File: src/rtl/aibio_hvmadc_seqctl.sv
// aibio_hvmadc_seqctl -- scan sequencer for the HV monitor ADC.
//
// Walks the 8-input analog mux over a latched channel mask, pulses the ADC
// start, waits for conversion-done (resynchronised), stores a 10-bit result
// per channel and flags over-threshold results and conversion timeouts.
//
// Ports:
//   adcclk, reset        clock (ADC domain), synchronous active-high reset
//   scan_en, single_shot continuous-scan level / one-pass request pulse
//   ch_mask              channel enable mask, latched at the start of each pass
//   hi_thresh            alarm threshold (result > hi_thresh alarms)
//   clr                  clears alarm and timeout_err (a same-cycle set wins)
//   adcdone, adcout      ADC conversion done (asynchronous) and result
//   adc_en, adc_anamux_sel, adc_start   registered ADC controls
//   rd_ch, rd_data       combinational result readback
//   rd_valid, alarm      per-channel result-valid / sticky over-threshold flags
//   timeout_err          sticky conversion timeout
//   busy, scan_done      sequencer active / one-cycle end-of-pass pulse
module aibio_hvmadc_seqctl #(
  parameter int unsigned SETTLE_CYCLES  = 16,
  parameter int unsigned TIMEOUT_CYCLES = 20000
) (
  input  logic       adcclk,
  input  logic       reset,
  input  logic       scan_en,
  input  logic       single_shot,
  input  logic [7:0] ch_mask,
  input  logic [9:0] hi_thresh,
  input  logic       clr,
  input  logic       adcdone,
  input  logic [9:0] adcout,
  output logic       adc_en,
  output logic [2:0] adc_anamux_sel,
  output logic       adc_start,
  input  logic [2:0] rd_ch,
  output logic [9:0] rd_data,
  output logic [7:0] rd_valid,
  output logic [7:0] alarm,
  output logic       timeout_err,
  output logic       busy,
  output logic       scan_done
);

  localparam int unsigned CNT_MAX = (TIMEOUT_CYCLES > SETTLE_CYCLES) ? TIMEOUT_CYCLES
                                                                     : SETTLE_CYCLES;
  localparam int unsigned CW = $clog2(CNT_MAX + 1);
  localparam logic [CW-1:0] SETTLE_LAST = CW'(SETTLE_CYCLES - 1);
  localparam logic [CW-1:0] TIMEOUT_CNT = CW'(TIMEOUT_CYCLES);

  typedef enum logic [2:0] {
    IDLE,
    SELECT,
    START,
    WAIT,
    CAPTURE
  } state_e;

  state_e        state_q;
  logic [7:0]    pass_mask_q;
  logic          cont_q;
  logic [2:0]    ch_q;
  logic [CW-1:0] cnt_q;
  logic          abort_q;
  logic          adc_en_q;
  logic [2:0]    sel_q;
  logic          start_q;
  logic          busy_q;
  logic          scan_done_q;
  logic [7:0]    alarm_q;
  logic          tout_q;
  logic [7:0]    rd_valid_q;
  logic [9:0]    res_q [8];

  // adcdone resynchroniser and rising-edge detect
  logic [1:0] sync_q;
  logic       done_prev_q;
  logic       done_rise;

  always_ff @(posedge adcclk) begin
    if (reset) begin
      sync_q      <= '0;
      done_prev_q <= 1'b0;
    end else begin
      sync_q      <= {sync_q[0], adcdone};
      done_prev_q <= sync_q[1];
    end
  end

  assign done_rise = sync_q[1] & ~done_prev_q;

  // Lowest set bit of the live mask (used when a pass is latched)
  logic [2:0] first_ch;
  logic       mask_nz;

  always_comb begin
    first_ch = '0;
    for (int unsigned i = 8; i > 0; i--) begin
      if (ch_mask[i-1]) first_ch = 3'(i - 1);
    end
  end

  assign mask_nz = |ch_mask;

  // Next higher set bit of the latched pass mask above the current channel
  logic [2:0] nxt_ch;
  logic       nxt_vld;

  always_comb begin
    nxt_ch  = '0;
    nxt_vld = 1'b0;
    for (int unsigned i = 8; i > 0; i--) begin
      if (pass_mask_q[i-1] && ((i - 1) > 32'(ch_q))) begin
        nxt_ch  = 3'(i - 1);
        nxt_vld = 1'b1;
      end
    end
  end

  logic over_thresh;
  assign over_thresh = adcout > hi_thresh;

  always_ff @(posedge adcclk) begin
    if (reset) begin
      state_q     <= IDLE;
      pass_mask_q <= '0;
      cont_q      <= 1'b0;
      ch_q        <= '0;
      cnt_q       <= '0;
      abort_q     <= 1'b0;
      adc_en_q    <= 1'b0;
      sel_q       <= '0;
      start_q     <= 1'b0;
      busy_q      <= 1'b0;
      scan_done_q <= 1'b0;
      alarm_q     <= '0;
      tout_q      <= 1'b0;
      rd_valid_q  <= '0;
      for (int unsigned i = 0; i < 8; i++) res_q[i] <= '0;
    end else begin
      start_q     <= 1'b0;
      scan_done_q <= 1'b0;

      // Clear first; set assignments below override it within the same cycle
      if (clr) begin
        alarm_q <= '0;
        tout_q  <= 1'b0;
      end

      unique case (state_q)
        IDLE: begin
          if ((scan_en || single_shot) && mask_nz) begin
            pass_mask_q <= ch_mask;
            cont_q      <= scan_en;
            ch_q        <= first_ch;
            sel_q       <= first_ch;
            cnt_q       <= '0;
            adc_en_q    <= 1'b1;
            busy_q      <= 1'b1;
            state_q     <= SELECT;
          end
        end

        SELECT: begin
          if (cnt_q == SETTLE_LAST) begin
            start_q <= 1'b1;
            state_q <= START;
          end else begin
            cnt_q <= cnt_q + 1'b1;
          end
        end

        START: begin
          cnt_q   <= '0;
          state_q <= WAIT;
        end

        WAIT: begin
          if (done_rise) begin
            abort_q     <= 1'b0;
            scan_done_q <= ~nxt_vld;
            state_q     <= CAPTURE;
          end else if (cnt_q == TIMEOUT_CNT) begin
            // Timeout reuses the CAPTURE cycle (without a write) so pass-end
            // handling and scan_done timing match the normal capture path.
            tout_q           <= 1'b1;
            rd_valid_q[ch_q] <= 1'b0;
            abort_q          <= 1'b1;
            scan_done_q      <= ~nxt_vld;
            state_q          <= CAPTURE;
          end else begin
            cnt_q <= cnt_q + 1'b1;
          end
        end

        CAPTURE: begin
          if (!abort_q) begin
            res_q[ch_q]      <= adcout;
            rd_valid_q[ch_q] <= 1'b1;
            if (over_thresh) alarm_q[ch_q] <= 1'b1;
          end
          cnt_q <= '0;
          if (nxt_vld) begin
            ch_q    <= nxt_ch;
            sel_q   <= nxt_ch;
            state_q <= SELECT;
          end else if (cont_q && scan_en && mask_nz) begin
            pass_mask_q <= ch_mask;
            ch_q        <= first_ch;
            sel_q       <= first_ch;
            state_q     <= SELECT;
          end else begin
            adc_en_q <= 1'b0;
            busy_q   <= 1'b0;
            state_q  <= IDLE;
          end
        end

        default: state_q <= IDLE;
      endcase
    end
  end

  assign adc_en         = adc_en_q;
  assign adc_anamux_sel = sel_q;
  assign adc_start      = start_q;
  assign busy           = busy_q;
  assign scan_done      = scan_done_q;
  assign alarm          = alarm_q;
  assign timeout_err    = tout_q;
  assign rd_valid       = rd_valid_q;
  assign rd_data        = res_q[rd_ch];

endmodule

File: config.mk
export PLATFORM = sky130hd
export DESIGN_NAME = aibio_hvmadc_seqctl
export DESIGN_NICKNAME = d
export VERILOG_FILES = /design/src/rtl/aibio_hvmadc_seqctl.sv
export SDC_FILE = /design/constraint.sdc
export NUM_CORES = 1
export LEC_CHECK = 0
export ABC_AREA = 1
export BUFFER_PORTS_ARGS = -buffer_cell sky130_fd_sc_hd__buf_2
export CAP_MARGIN = 20
export CORE_MARGIN = 5
export CORE_UTILIZATION = 62
export DETAILED_ROUTE_END_ITERATION = 10
export PLACE_DENSITY = 0.88
export SYNTH_ARGS = -nofsm -noshare
export SYNTH_HDL_FRONTEND = slang
export SYNTH_SLANG_ARGS = --single-unit
File: constraint.sdc
create_clock -name adcclk -period 4.95 [get_ports adcclk]
set_input_delay 0.99 -clock adcclk [delete_from_list [all_inputs] [get_ports adcclk]]
set_output_delay 0.99 -clock adcclk [all_outputs]
set_load 0.005 [all_outputs]
==> metrics.cfg <==
[layout]
antenna_cells = 0
nNetsFinal = 949
syn2layout_area_growth_pct = 13.58
fin_util_pct = 71.08
layout-drive-gt1-share_pct = 16.76
n_fill_cell = 835

[floorplan]
die-width_um = 114.1
die-area_sq_mm = 0.01303
core_sq_mm = 0.01075
die_h_um = 114.1
rows = 38
io_pins = 71
start_util_pct = 62.58

[sta]
slew_headroom_pct = 32.44
skew_ps = 6.660
holdWs_ps = 420.3
setup-tns-final_ps = 0
layout_setup_ws_ps = 1268
rsz0062_at_grt = no
fin_crit_sh_pct = 74.39
max_freq_ghz = 0.2716
finalMaxSlewViolations = 0
finalSetupViolCount = 0
tightest_slew_ps = 1012
hold_viol = 0
fin_crit_ps = 3682

[clock_tree]
root_buffer = clkbuf_8
cts_tree = done
clock_path_buffers = 2
htree_levels = 4
clkLatencyLatePin_ps = 530
ctsHoldBuffers = 0
cts_resized = 0
clk_pin_slew_ps = 60
numCtsBuffers = 17
cts.sinks = 133
post_cts.repair.setup_buffers = 0

[power_and_ir_drop]
power.density_mw_per_mm2 = 358.2
switching_share_pct = 26.56
p_int_mw = 2.009
combPwrFrac_pct = 11.8
p_switching_uw = 726.5
p_leak_nw = 3.280
pwr-share-seq_pct = 45.6
ir_drop_v = 0.0002364
clkPwrFrac_pct = 42.6

[global_routing]
grt_max_degree = 41
grt_pass1_wl_um = 27330
grt_pass1_vias = 5620
overflow = 0
grt_usage_pct = 26.95
antenna_found_initial = 0

[worst_setup_path]
cp-end-kind = output pin
crit_fanout = 40
critical_path.startpoint = rd_ch[0]
critPathLaunchType = primary input
cp_cell_sequence = buf_2 -> inv_1 -> o21ai_0 -> o22ai_1 -> nor2_1 -> a31oi_1 -> buf_2
crit_type = in2out
crit_top_cell = buf_2
critPathRequiredTime_ps = 3960
slowest_stage = inv_1
worstPathArrival_ps = 2690
max_stage_delay_ps = 720
rr_startpoint = state_q[1]

[synth]
yosys_register_bits = 133
ys.flop_type = edfxtp_1
synth.avg_cell_area_sq_um = 7.939
async_flop_share_pct = 0
synth_nets = 896
postSynthCellCount = 847
ys_seq_area_share_pct = 51.51
netlist.area_leader.share_pct = 35.73
synth_common_cells = 224 x nor2_1, 152 x nand2_1, 80 x edfxtp_1
yosysMostFrequentCell = nor2_1
yosysTopAreaCell = edfxtp_1
synth_edf_count = 80
synthTopCellsByArea = edfxtp_1 36%, dfxtp_1 16%, nor2_1 13%
synth_area_sq_mm = 0.006724
synth.distinct_cells = 35
yosysWarningCount = 0

[worst_hold_path]
min_path_type = reg2reg
min_from = sync_q[0]

[detailed_routing]
ant_nets = 0
drt_iter0_drc = 520
vias_per_cell = 5.565
dr.pass1.iters = 5
wirelength_um = 16900
wire_per_inst_um = 16.05
drc = 0
via_count = 5860

[outcome]
status = complete, no violations

[placement]
place_ws_ps = 1396
place_hpwl_um = 11170
gp_congestion = 0.9226
port_buffers = 70

[run]
maxCapViolCount = 0

==> logic make-up after synthesis <==
family | share of synthesized area, %
compound gates | 9.304
xor+xnor | 0.7815
fa+ha+maj | 2.233
buf+inv | 6.625
flops | 51.51
simple gates | 29.55
==> worst paths after layout <==
kind                            slack [ps]  depth (start not counted)          end
worst max register to register        2530                          7  res_q[5][7]
worst min register to register         420                          2    sync_q[1]
worst max-delay path                  1270                          7   rd_data[8]
worst min-delay path                   420                          2    sync_q[1]
==> stage by stage <==
stage | power, mW | cells | instance area, sq um
floorplan | 1.507 | 847 | 6724
global placement | 1.580 | 1021 | 7086
detailed placement | 1.588 | 1021 | 7086
CTS | 2.735 | 1053 | 7637
global route | 2.838 | 1053 | 7637
finish | 2.736 | 1053 | 7637
==> cell usage in the layout (no fill, tap or decap), drive strengths merged, types with 6 or more instances in the layout <==
cell / n
clkbuf: 21
nand2: 164
ha: 12
a31oi: 10
nor2: 247
nor3: 10
inv: 70
o21ai: 62
o22ai: 10
buf: 73
edfxtp: 80
xor2: 6
clkinv: 9
nand3: 38
nand4: 6
dfxtp: 53
a21oi: 32
==> metal layers <==
layer | global-route usage [%] | share of wire [%] | vias up
li1 | - | - | 2861
met1 | 32.34 | 38 | 2666
met2 | 46.76 | 50 | 289
met3 | 6.131 | 8.9 | 44
met4 | 11.08 | 3.1 | 0
met5 | 0 | 0 | -
==> critical path: cells and delay by family <==
kind                   cells  cell delay (ps)
AND/OR/NAND/NOR            1               70
buffers and inverters      3              980
AO/OA/AOI/OAI              3              630
==> state kept, by name (all words and copies together) (netlist names), named ones only <==
| name | flops |
|---|---|
| abort_q | 1 |
| adc_anamux_sel | 3 |
| adc_start | 1 |
| alarm | 8 |
| busy | 1 |
| cnt_q | 15 |
| cont_q | 1 |
| done_prev_q | 1 |
| pass_mask_q | 7 |
| res_q | 80 |
| scan_done | 1 |
| state_q | 3 |
| sync_q | 2 |
| timeout_err | 1 |
==> area by class of cell <==
| type | instances | area, sq um | share of cell area, % |
|---|---|---|---|
| clock inverters | 11 | 70.07 | 0.9174 |
| inverters | 69 | 259.0 | 3.391 |
| repair buffers | 73 | 372.9 | 4.882 |
| flip-flops and latches | 133 | 3463 | 45.35 |
| multi-input cells | 606 | 2815 | 36.86 |
| clock buffers | 21 | 481.7 | 6.307 |
| well taps | 140 | 175.2 | 2.294 |
==> power by group through the flow <==
stage	Sequential (mW)	Combinational, mW	Clock (mW)
after CTS	1.25	0.323	1.17
final	1.25	0.323	1.16
after global placement	1.27	0.312	0
after global routing	1.25	0.365	1.22
after detailed placement	1.27	0.318	0
after floorplan	1.26	0.250	0
Note: power is estimated with default switching activity, not from simulation.
